$ cat config.mk
export PLATFORM = sky130hd
export DESIGN_NAME = mips_boot_ctrl
export DESIGN_NICKNAME = d
export VERILOG_FILES = /design/src/rtl/mips_pkg.sv /design/src/rtl/sat_counter.sv /design/src/rtl/mips_boot_ctrl.sv
export SDC_FILE = /design/constraint.sdc
export NUM_CORES = 1
export LEC_CHECK = 0
export ABC_AREA = 1
export ABC_CLOCK_PERIOD_IN_PS = 3100
export CELL_PAD_IN_SITES_DETAIL_PLACEMENT = 0
export CELL_PAD_IN_SITES_GLOBAL_PLACEMENT = 1
export CORE_MARGIN = 2
export CORE_UTILIZATION = 31
export CTS_CLUSTER_SIZE = 12
export DETAILED_ROUTE_END_ITERATION = 8
export PLACE_DENSITY_LB_ADDON = 0.1
export RECOVER_POWER = 25
export SLEW_MARGIN = 10
export SYNTH_ARGS = -nofsm -noshare
export SYNTH_HDL_FRONTEND = slang
export SYNTH_HIERARCHICAL = 1
export SYNTH_SLANG_ARGS = --single-unit
$ cat constraint.sdc
create_clock -name clk -period 3.1 [get_ports clk]
set_input_delay 0.31 -clock clk [delete_from_list [all_inputs] [get_ports clk]]
set_output_delay 0.31 -clock clk [all_outputs]
set_load 0.005 [all_outputs]
$ cat src/rtl/mips_pkg.sv
// mips_pkg: shared state type and default sizing for the MIPS system top
package mips_pkg;
  typedef enum logic [1:0] {LOAD, HOLD, RUN, HALT} state_t;
  localparam int DEF_ADDR_W = 10;
  localparam int DEF_DATA_W = 32;
  localparam int DEF_RST_HOLD = 4;
  localparam int DEF_CNT_W = 32;
  // The core PC is a byte address; IM is word-addressed, so pc = {pcout, 2'b00}.
endpackage

$ cat src/rtl/sat_counter.sv
// sat_counter: up or down counter with clear-to-init, enable and saturation
module sat_counter #(
  parameter int W = 8,
  parameter bit UP = 1'b1,
  parameter int INIT = 0
) (
  input  logic         clk,
  input  logic         rst,
  input  logic         clr,
  input  logic         en,
  output logic [W-1:0] q
);
  localparam logic [W-1:0] START = W'(INIT);
  localparam logic [W-1:0] LIMIT = UP ? '1 : '0;
  always_ff @(posedge clk) begin
    if (rst || clr) q <= START;
    else if (en && q != LIMIT) q <= UP ? q + 1'b1 : q - 1'b1;
  end
endmodule

$ cat src/rtl/mips_boot_ctrl.sv
// mips_boot_ctrl: loads an image into IM, holds the core in reset, then supervises the run
module mips_boot_ctrl
  import mips_pkg::*;
#(
  parameter int ADDR_W = DEF_ADDR_W,
  parameter int DATA_W = DEF_DATA_W,
  parameter int RST_HOLD = DEF_RST_HOLD,
  parameter int CNT_W = DEF_CNT_W
) (
  input  logic              clk,
  input  logic              rst,
  input  logic              s_valid,
  output logic              s_ready,
  input  logic [DATA_W-1:0] s_data,
  input  logic              s_last,
  input  logic              start,
  output logic              im_we,
  output logic [ADDR_W-1:0] im_addr,
  output logic [DATA_W-1:0] im_wdata,
  output logic              cpu_rst,
  input  logic [31:0]       cpu_pc,
  input  logic [31:0]       halt_pc,
  input  logic [CNT_W-1:0]  cycle_limit,
  output logic              done,
  output logic              timeout,
  output logic              overflow,
  output logic [ADDR_W:0]   words_loaded,
  output logic [CNT_W-1:0]  cycles_run
);
  localparam int HW = RST_HOLD > 1 ? $clog2(RST_HOLD) : 1;
  state_t state, nxt;
  logic hs, at_end, hit, expire, restart;
  logic [HW-1:0] hold_q;
  assign hs = s_valid && s_ready;
  assign at_end = hs && (s_last || words_loaded[ADDR_W-1:0] == '1);
  assign hit = cpu_pc == halt_pc;
  assign expire = cycle_limit != '0 && cycles_run + CNT_W'(1) == cycle_limit;
  assign restart = state == HALT && start;
  always_comb begin
    nxt = state == LOAD ? (at_end ? HOLD : LOAD) :
          state == HOLD ? (hold_q == '0 ? RUN : HOLD) :
          state == RUN  ? (hit || expire ? HALT : RUN) :
          (start ? LOAD : HALT);
  end
  sat_counter #(.W(CNT_W), .UP(1'b1), .INIT(0)) u_cycles (
    .clk(clk), .rst(rst), .clr(restart), .en(state == RUN), .q(cycles_run)
  );
  // Parked at RST_HOLD-1 outside HOLD so that HOLD lasts exactly RST_HOLD cycles.
  sat_counter #(.W(HW), .UP(1'b0), .INIT(RST_HOLD - 1)) u_hold (
    .clk(clk), .rst(rst), .clr(state != HOLD), .en(state == HOLD), .q(hold_q)
  );
  always_ff @(posedge clk) begin
    if (rst) begin
      state <= LOAD;
      s_ready <= 1'b0;
      im_we <= 1'b0;
      im_addr <= '0;
      im_wdata <= '0;
      cpu_rst <= 1'b1;
      done <= 1'b0;
      timeout <= 1'b0;
      overflow <= 1'b0;
      words_loaded <= '0;
    end else begin
      state <= nxt;
      s_ready <= nxt == LOAD;
      cpu_rst <= nxt != RUN;
      im_we <= hs;
      if (hs) begin
        im_addr <= words_loaded[ADDR_W-1:0];
        im_wdata <= s_data;
      end
      if (restart) begin
        done <= 1'b0;
        timeout <= 1'b0;
        overflow <= 1'b0;
        words_loaded <= '0;
      end else begin
        words_loaded <= words_loaded + (ADDR_W+1)'(hs);
        done <= done | (state == RUN && hit);
        timeout <= timeout | (state == RUN && !hit && expire);
        overflow <= overflow | (at_end && !s_last);
      end
    end
  end
endmodule
==> qor.yml <==
route:
  routed_wl_um: 21120
  dr.pass1.iters: 4
  wl_per_cell_um: 13.98
  ant_nets: 0
  num_vias: 6856
  vias_per_cell: 4.537
  drt_iter0_markers: 360
  drc_errors: 0
worst_setup_path:
  worstSetupPathType: "flop to flop"
  critPathSlowestCell: "dfxtp_1"
  critPathMaxStageDelay_ns: 0.50
  rr_startpoint: "u_cycles/q[0]"
  path_depth: 16
  ff2ff_path_depth: 16
  worst-path-buf-inv: 2
  worstSetupEndpointType: "flop"
  worst_path_most_repeated_cell: "nand2_1"
  worstPathRequired_ns: 3.34
  path_cells: "ha_1, nand3_2, clkinv_2, nand2_4, xor2_1, inv_1, nand2_1, nand3_1, nor2_2, nand2_1, nor2_2, nand3_1, nand2_1, nand2_2, nand2_1, nor2_1"
  r2r_end: "s_ready"
  critPathTopFamily: "simple AND/OR/NAND/NOR gates"
  worstPathArrival_ns: 2.65
  crit_path_max_fanout: 9
  worstSetupStartpointType: "flop"
  reg2reg_slack_ns: 0.69
min_path:
  holdCritStartpoint: "overflow"
  hold_depth: 2
  holdPathEnd: "overflow"
  worst_hold_path_type: "flop to flop"
pwr:
  ir_drop_v: 0.0002140
  powerDensity_mw_per_mm2: 390.0
  power_w: 0.003583
  p_leak_nw: 3.507
synth:
  netlist_area_sq_mm: 0.006312
  synth-main-ff-cell: "dfxtp_1"
  ys_types: 37
  postSynthAreaPerCell_sq_um: 6.268
  synth_warnings: 6
  synth_fp_nets: 1145
  synthCells: 1007
  synth_top_area_share: 0.3013
  synth.area.top_cells: "dfxtp_1 (30%), nand2_1 (14%), nor2_1 (12%)"
  synth_edf_count: 0
  synth_common_cells: "nand2_1 (243), nor2_1 (210), dfxtp_1 (95), inv_1 (94), nand3_1 (74)"
  yosysMostFrequentCell: "nand2_1"
  yosysTopAreaCell: "dfxtp_1"
  seq_area_frac_synth: 0.3013
  ys_ff_latch: 95
  async_flop_share: 0
cells_and_area:
  antenna_cells: 0
  nNetsFinal: 1374
  design_area_sq_mm: 0.009185
  area_delta_synth_final_pct: 45.51
  nFillCells: 2128
  drive_above_1_share: 0.07413
cts:
  htreeDepth: 3
  cts.repair.resized: 0
  clockBufferDepth: 2
  cts_tree: "yes"
  cts.sinks: 95
  hold_buffers: 0
  clk_latency_ns: 0.35
  clk_pin_slew_ns: 0.07
  cts_inserted_buffers: 9
  ctsRootBufferMaster: "clkbuf_16"
  post-cts-setup-buffer-count: 0
place:
  numPortBuffers: 223
  place_hpwl_um: 16960
  post_dp_cell_area_sq_mm: 0.008894
  gp_congestion: 0.8447
global_routing:
  grt_pass1_vias: 6400
  grt_max_degree: 50
  grt-ovfl-total: 0
  grt_pass1_wl_um: 33660
  grt_util_all_layers: 0.1942
  antenna_found_initial: 0
run:
  maxCapViolCount: 1
sta:
  setup_tns_ns: 0
  fin_crit_ns: 2.413
  finalSetupViolCount: 0
  hold_violations: 0
  worst_pin_slew_ns: 1.564
  rsz0062_at_grt: "false"
  fmax_mhz: 414.4
  drv_slew: 44
  fin_crit_sh: 0.7783
  fin_worst_skew_ns: 0.009483
  relSlewSlack: -0.04244
outcome:
  status: "complete, but fails checks"
  violations: "capacitance limit, slew limit"
die:
  ios: 224
  die_h_um: 146.7
  start_util: 0.3140
  fp.dieW_um: 146.7
  core_sq_mm: 0.02010
  dieArea_sq_mm: 0.02152
  num_rows: 52
[power breakdown]
part	internal, W	total (W)	switching (W)
sequential	0.00137	0.00146	0.0000903
combinational	0.000563	0.00101	0.000451
clock	0.000571	0.00111	0.000536
total	0.00251	0.00358	0.00108
[stage by stage]
stage	std cells	worst slack (ns)	hold WS [ns]	utilization
after floorplan	1007	0.8634	0.3724	-
after global placement	1495	0.7020	0.4407	0.4424
after detailed placement	1495	0.7058	0.4458	0.4424
after CTS	1511	0.6894	0.4596	0.4572
after global routing	1511	0.3948	0.4890	0.4569
final	1511	0.6871	0.4540	0.4569
[cell type report]
cell class / count / area [sq um] / area share
Sequential cell: 95 / 1902 / 0.2071
Inverter: 101 / 380.4 / 0.04141
Timing Repair Buffer: 240 / 2352 / 0.2561
Clock inverter: 7 / 73.82 / 0.008037
Tap cell: 270 / 337.8 / 0.03678
Clock buffer: 9 / 225.2 / 0.02452
Multi-Input combinational cell: 789 / 3914 / 0.4261
[registers in the layout, summed over array words and instances, names as in the netlist]
signal        count
im_addr          10
s_ready           1
im_we             1
u_hold/q          2
u_cycles/q       32
words_loaded     11
cpu_rst           1
im_wdata         32
timeout           1
done              1
overflow          1
state             2
[how the worst max path moves through the flow]
| stage | from | to | slack, ns |
|---|---|---|---|
| after floorplan | s_ready | words_loaded[10] | 0.86 |
| after detailed placement | u_cycles/q[0] | s_ready | 0.71 |
| after global placement | u_cycles/q[0] | s_ready | 0.70 |
| final | u_cycles/q[0] | s_ready | 0.69 |
| after CTS | u_cycles/q[0] | s_ready | 0.69 |
| after global routing | s_valid | s_ready | 0.39 |
[cells in the final DEF (no fill, tap or decap), types with 2 or more instances in the layout]
cell type / count
xor2_1: 33
clkdlybuf4s50_1: 221
nor2_1: 209
nor2_2: 18
nand2_4: 3
nand2_1: 243
inv_8: 3
nand3b_1: 10
nand4_1: 13
dlygate4sd3_1: 2
ha_1: 5
nor2_4: 8
clkinvlp_4: 2
xnor2_1: 28
inv_1: 94
nand3_1: 74
nand2_2: 9
a21oi_1: 44
or2_2: 4
o21ai_0: 50
nand3_2: 9
clkbuf_16: 9
buf_4: 15
nor4_1: 5
inv_2: 6
nor3_1: 12
and2_1: 2
a31oi_1: 2
dfxtp_1: 95
clkbuf_1: 2
[worst register-to-register path: cells and delay by family, from the launching register on]
family / cells / cell delay, ns
XOR/XNOR: 1 / 0.23
buffers and inverters: 2 / 0.22
flip-flops: 1 / 0.50
AND/OR/NAND/NOR: 12 / 1.10
adder cells (fa/ha/maj): 1 / 0.27
[layer usage]
layer  GRT usage  part of all wire  vias up
met1      0.2760              0.49     3014
li1            -                 -     3653
met4     0.02767            0.0055        0
met5           0                 0        -
met2      0.3103              0.44      179
met3     0.04068             0.062       10
[kinds of logic after synthesis]
| group | after synthesis | synth area share |
|---|---|---|
| buffers and inverters | 123 | 0.07909 |
| flip-flops | 95 | 0.3013 |
| AND/OR/NAND/NOR | 623 | 0.4412 |
| adder cells (fa/ha/maj) | 5 | 0.009911 |
| AO/OA/AOI/OAI | 99 | 0.08028 |
| XOR/XNOR | 62 | 0.08821 |
Note: power is estimated with default switching activity, not from simulation.
